<file path="src/rtl/rob_retire_unit.sv">
// Two-wide in-order retire stage: ROB commit -> retire FIFO -> 32x16 register file / store port.
// Optional retired-entry counter output enabled by defining RETIRE_COUNTER_EN.
module rob_retire_unit #(
  parameter int DEPTH = 4
) (
  input  logic        clk,
  input  logic        rst,
`ifdef RETIRE_COUNTER_EN
  output logic [31:0] retCount,
`endif
  input  logic        cmtValid1,
  input  logic        cmtValid2,
  input  logic [3:0]  cmtTag1,
  input  logic [3:0]  cmtTag2,
  input  logic [4:0]  cmtDest1,
  input  logic [4:0]  cmtDest2,
  input  logic [1:0]  cmtType1,
  input  logic [1:0]  cmtType2,
  input  logic [15:0] cmtData1,
  input  logic [15:0] cmtData2,
  output logic        stall,
  input  logic [4:0]  rdAddr1,
  input  logic [4:0]  rdAddr2,
  output logic [15:0] rdData1,
  output logic [15:0] rdData2,
  output logic        stValid,
  output logic [4:0]  stAddr,
  output logic [15:0] stData,
  input  logic        stReady,
  output logic [3:0]  retTag1,
  output logic [3:0]  retTag2,
  output logic        retValid1,
  output logic        retValid2
);

  localparam int PW = $clog2(DEPTH);
  localparam logic [PW:0] CNT_TWO   = (PW+1)'(2);
  localparam logic [PW:0] STALL_LIM = (PW+1)'(DEPTH - 2);

  typedef enum logic [1:0] {
    TY_ALU    = 2'b00,
    TY_LOAD   = 2'b01,
    TY_STORE  = 2'b10,
    TY_BRANCH = 2'b11
  } ent_type_e;

  logic [3:0]    tag_q  [DEPTH];
  logic [4:0]    dest_q [DEPTH];
  logic [1:0]    type_q [DEPTH];
  logic [15:0]   data_q [DEPTH];
  logic [15:0]   regs   [32];

  logic [PW-1:0] head, tail, head_b, tail_b;
  logic [PW:0]   count, next_count, enq_cnt, ret_cnt;
  logic          en1, en2, a_avail, a_store, ret_a, ret_b, wr_a, wr_b, stall_next;

  // Retire decision for the two oldest entries; a store may only leave from the head.
  always_comb begin
    head_b     = head + 1'b1;
    tail_b     = en1 ? tail + 1'b1 : tail;
    en1        = !stall && cmtValid1;
    en2        = !stall && cmtValid2;
    a_avail    = count != '0;
    a_store    = type_q[head] == TY_STORE;
    ret_a      = a_avail && (!a_store || stReady);
    ret_b      = ret_a && (count >= CNT_TWO) && (type_q[head_b] != TY_STORE);
    wr_a       = ret_a && (type_q[head] == TY_ALU || type_q[head] == TY_LOAD) && (dest_q[head] != 5'd0);
    wr_b       = ret_b && (type_q[head_b] == TY_ALU || type_q[head_b] == TY_LOAD) && (dest_q[head_b] != 5'd0);
    enq_cnt    = {{PW{1'b0}}, en1} + {{PW{1'b0}}, en2};
    ret_cnt    = {{PW{1'b0}}, ret_a} + {{PW{1'b0}}, ret_b};
    next_count = count + enq_cnt - ret_cnt;
    stall_next = next_count > STALL_LIM;
  end

  assign stValid = a_avail && a_store;
  assign stAddr  = dest_q[head];
  assign stData  = data_q[head];
  assign rdData1 = regs[rdAddr1];
  assign rdData2 = regs[rdAddr2];

  // FIFO payload needs no reset; pointers and count define which entries are live.
  always_ff @(posedge clk) begin
    if (!rst) begin
      if (en1) begin
        tag_q[tail]  <= cmtTag1;
        dest_q[tail] <= cmtDest1;
        type_q[tail] <= cmtType1;
        data_q[tail] <= cmtData1;
      end
      if (en2) begin
        tag_q[tail_b]  <= cmtTag2;
        dest_q[tail_b] <= cmtDest2;
        type_q[tail_b] <= cmtType2;
        data_q[tail_b] <= cmtData2;
      end
    end
  end

  // Slot B's register write is issued last so it wins on a shared destination.
  always_ff @(posedge clk) begin
    if (rst) begin
      head      <= '0;
      tail      <= '0;
      count     <= '0;
      stall     <= 1'b0;
      retValid1 <= 1'b0;
      retValid2 <= 1'b0;
      retTag1   <= '0;
      retTag2   <= '0;
      for (int i = 0; i < 32; i++) regs[i] <= '0;
    end else begin
      tail      <= tail + enq_cnt[PW-1:0];
      head      <= head + ret_cnt[PW-1:0];
      count     <= next_count;
      stall     <= stall_next;
      retValid1 <= ret_a;
      retValid2 <= ret_b;
      retTag1   <= ret_a ? tag_q[head] : 4'd0;
      retTag2   <= ret_b ? tag_q[head_b] : 4'd0;
      if (wr_a) regs[dest_q[head]] <= data_q[head];
      if (wr_b) regs[dest_q[head_b]] <= data_q[head_b];
    end
  end

`ifdef RETIRE_COUNTER_EN
  always_ff @(posedge clk) begin
    if (rst) retCount <= '0;
    else     retCount <= retCount + 32'(ret_cnt);
  end
`endif

endmodule

</file>
<file path="config.mk">
export PLATFORM = sky130hd
export DESIGN_NAME = rob_retire_unit
export DESIGN_NICKNAME = d
export VERILOG_FILES = /design/src/rtl/rob_retire_unit.sv
export SDC_FILE = /design/constraint.sdc
export NUM_CORES = 1
export LEC_CHECK = 0
export CORE_MARGIN = 5
export CORE_UTILIZATION = 50
export DETAILED_ROUTE_END_ITERATION = 7
export PLACE_DENSITY = 0.65
export SYNTH_ARGS = -nofsm -noshare
export SYNTH_HDL_FRONTEND = slang
export SYNTH_SLANG_ARGS = --single-unit
</file>
<file path="constraint.sdc">
create_clock -name clk -period 8.5 [get_ports clk]
set_input_delay 1.7 -clock clk [delete_from_list [all_inputs] [get_ports clk]]
set_output_delay 1.7 -clock clk [all_outputs]
set_load 0.01 [all_outputs]
</file>
==> results_dict.tcl <==
set metrics [dict create \
    hold_viol_final 0 \
    cts.sinks 638 \
    maxCapViolations 2 \
    crit_start "rdAddr1[0]" \
    clock_path_buffers 3 \
    hpwl_um 103000 \
    root_buffer "clkbuf_16" \
    gp_congestion 0.988 \
    worstSkewPairLatency_ns 0.63 \
    fp.dieW_um 289 \
    slew_violations 17 \
    start_util 0.504 \
    cp_max_fo 67 \
    final_common_cell "edfxtp_1" \
    finalSetupViolCount 0 \
    grt_usage 0.372 \
    finalCritPeriodShare 0.789 \
    fin_crit_ns 6.71 \
    cp_num_buf_inv 3 \
    io_pins 134 \
    vias_per_cell 7.81 \
    synthFlopType "edfxtp_1" \
    max_freq_mhz 149 \
    drcViolationCount 0 \
    cp_common_cell "mux4_2" \
    power_density_nw_per_um2 268 \
    max_slew_margin -0.0538 \
    arrival_ns 5.01 \
    layout_common_cells "edfxtp_1, mux4_2, o31ai_1, nand3_1, nand2_1" \
    cts_resized 0 \
    holdBufCountCts 0 \
    cp.required_ns 6.80 \
    synth_cell_types 67 \
    grt_max_degree 93 \
    pwr-share-comb 0.379 \
    ys_warn_count 0 \
    seq_area_frac_synth 0.487 \
    hp-class "reg2reg" \
    worstHoldStart "count[2]" \
    vdd_drop_max_uv 174 \
    power_frac_clock 0.274 \
    wl_per_cell_um 40.1 \
    htreeDepth 3 \
    reg2reg_from "head[0]" \
    core-area_um2 77300 \
    areaGrowthSynthToFinish_pct 11.2 \
    worst_slack_ns 1.79 \
    drtAntennaViolNets 0 \
    chipHeight_um 289 \
    skew_ns 0.0255 \
    rows 102 \
    drt_pass1_iterations 7 \
    nFillCells 6260 \
    critical_path_class "in2out" \
    cts_buffers 73 \
    violations "max-capacitance violations, max-slew violations" \
    start_kind "primary input" \
    p_int_w 0.00682 \
    worstPathCellList "clkbuf_8 > buf_4 > mux4_2 > mux4_2 > mux2_2 > clkdlybuf4s50_1" \
    synth-edff-count 620 \
    wirelength_um 158000 \
    async_reset_ff_frac 0 \
    crit_slowest_cell "clkbuf_8" \
    avgSynthCellArea_um2 13.5 \
    nets 2930 \
    power_switching_w 0.00479 \
    routed-via-count 30847 \
    drt_iter0_markers 5811 \
    cts_tree "yes" \
    tns_ns 0 \
    ys_ff_latch 638 \
    switching_share 0.413 \
    crit_family "buffers and inverters" \
    portBuffers 133 \
    worstMarginPinSlew_ns 1.58 \
    antenna_found_initial 12 \
    syn_inst 2888 \
    path_clk_slew_ns 0.06 \
    power.leakage_nw 14.3 \
    end_kind "output port" \
    overflow 0 \
    status "finished with violations" \
    rsz0062_at_grt "false" \
    whs_ns 0.594 \
    final_layout_size_suffix_gt1_frac 0.268 \
    slowest_delay_ns 0.61 \
    synth_area_um2 39000 \
    seq_power_share 0.347 \
    die_area_um2 83600 \
    grt_pass1_vias 29469 \
    grt_pass1_wl_um 220000 \
    postCtsSetupBuffers 0 \
    post-place-ws_ns 1.89 \
]
## worst register-to-register path, delay by kind of cell (launching register included)
kind / cells / cell delay, ns
flops: 1 / 0.49
simple gates: 3 / 3.20
mux: 1 / 0.63
buf+inv: 1 / 0.75
## kinds of logic after synthesis
group	after synthesis	synth area share
and+or+nand+nor	676	0.0864
DFF	638	0.487
muxes	598	0.268
AOI/OAI and AO/OA	557	0.108
buffers and inverters	400	0.0445
adders and majority gates	11	0.00392
xor gates and xnor gates	7	0.00157
other	1	0.0000962
## power by group through the flow
stage	Combinational, W	Clock [W]	Sequential, W
2_1_floorplan	0.00238	0	0.00396
3_3_place_gp	0.00409	0	0.00407
3_5_place_dp	0.00415	0	0.00409
4_1_cts	0.00417	0.00317	0.00402
5_1_grt	0.00440	0.00329	0.00406
6_report	0.00440	0.00318	0.00404
## cell type report
class	instances	area [um^2]	share of cell area
flip-flops and latches	638	19000	0.438
multi-input cells	1865	18400	0.425
repair buffers	243	2190	0.0506
clock buffers	90	1930	0.0446
well taps	1040	1300	0.0300
clock inverters	39	383	0.00884
inverters	29	109	0.00251
diodes	7	17.5	0.000404
## synthesized netlist by cell type, types with 26 or more instances
library cell | number | area (um^2)
edfxtp_1 | 620 | 18600
mux4_2 | 342 | 7700
o31ai_1 | 304 | 2280
nand3_1 | 279 | 1400
nand2_1 | 234 | 878
clkbuf_1 | 221 | 830
mux2_2 | 156 | 1760
mux2i_1 | 100 | 1000
o21ai_0 | 99 | 495
buf_2 | 77 | 385
nand4_1 | 46 | 288
buf_1 | 44 | 165
o21a_1 | 32 | 240
inv_1 | 29 | 109
o41ai_1 | 28 | 245
o211ai_1 | 26 | 195
## sequential cells by signal (all words and copies together) (netlist names), 3 cells and up
| signal | count |
|---|---|
| count | 3 |
| data_q | 64 |
| dest_q | 20 |
| regs | 512 |
| retTag1 | 4 |
| retTag2 | 4 |
| tag_q | 16 |
| type_q | 8 |
## routing by layer
| metal | vias up | wire length [um] | global-route usage |
|---|---|---|---|
| met1 | 15039 | 51100 | 0.461 |
| met2 | 3283 | 66300 | 0.533 |
| met3 | 828 | 28300 | 0.175 |
| li1 | 11683 | - | - |
| met4 | 14 | 12500 | 0.219 |
| met5 | - | 103 | 0.000581 |
## stage by stage
| step | cells | instance area (um^2) | power (W) | utilization |
|---|---|---|---|---|
| final | 3951 | 43300 | 0.0116 | 0.560 |
| after detailed placement | 3815 | 41000 | 0.00824 | 0.530 |
| after global routing | 3944 | 43300 | 0.0117 | 0.560 |
| after floorplan | 2903 | 39000 | 0.00634 | - |
| after CTS | 3944 | 43300 | 0.0114 | 0.560 |
| after global placement | 3815 | 41000 | 0.00816 | 0.530 |
## path summary, 6_finish.rpt
path,to,slack (ns),cells past startpoint
max,rdData1[3],1.79,6
min,count[2],0.59,2
max reg2reg,regs[17][9],3.00,5
min reg2reg,count[2],0.59,2
Power figures use the tool's default switching activity.
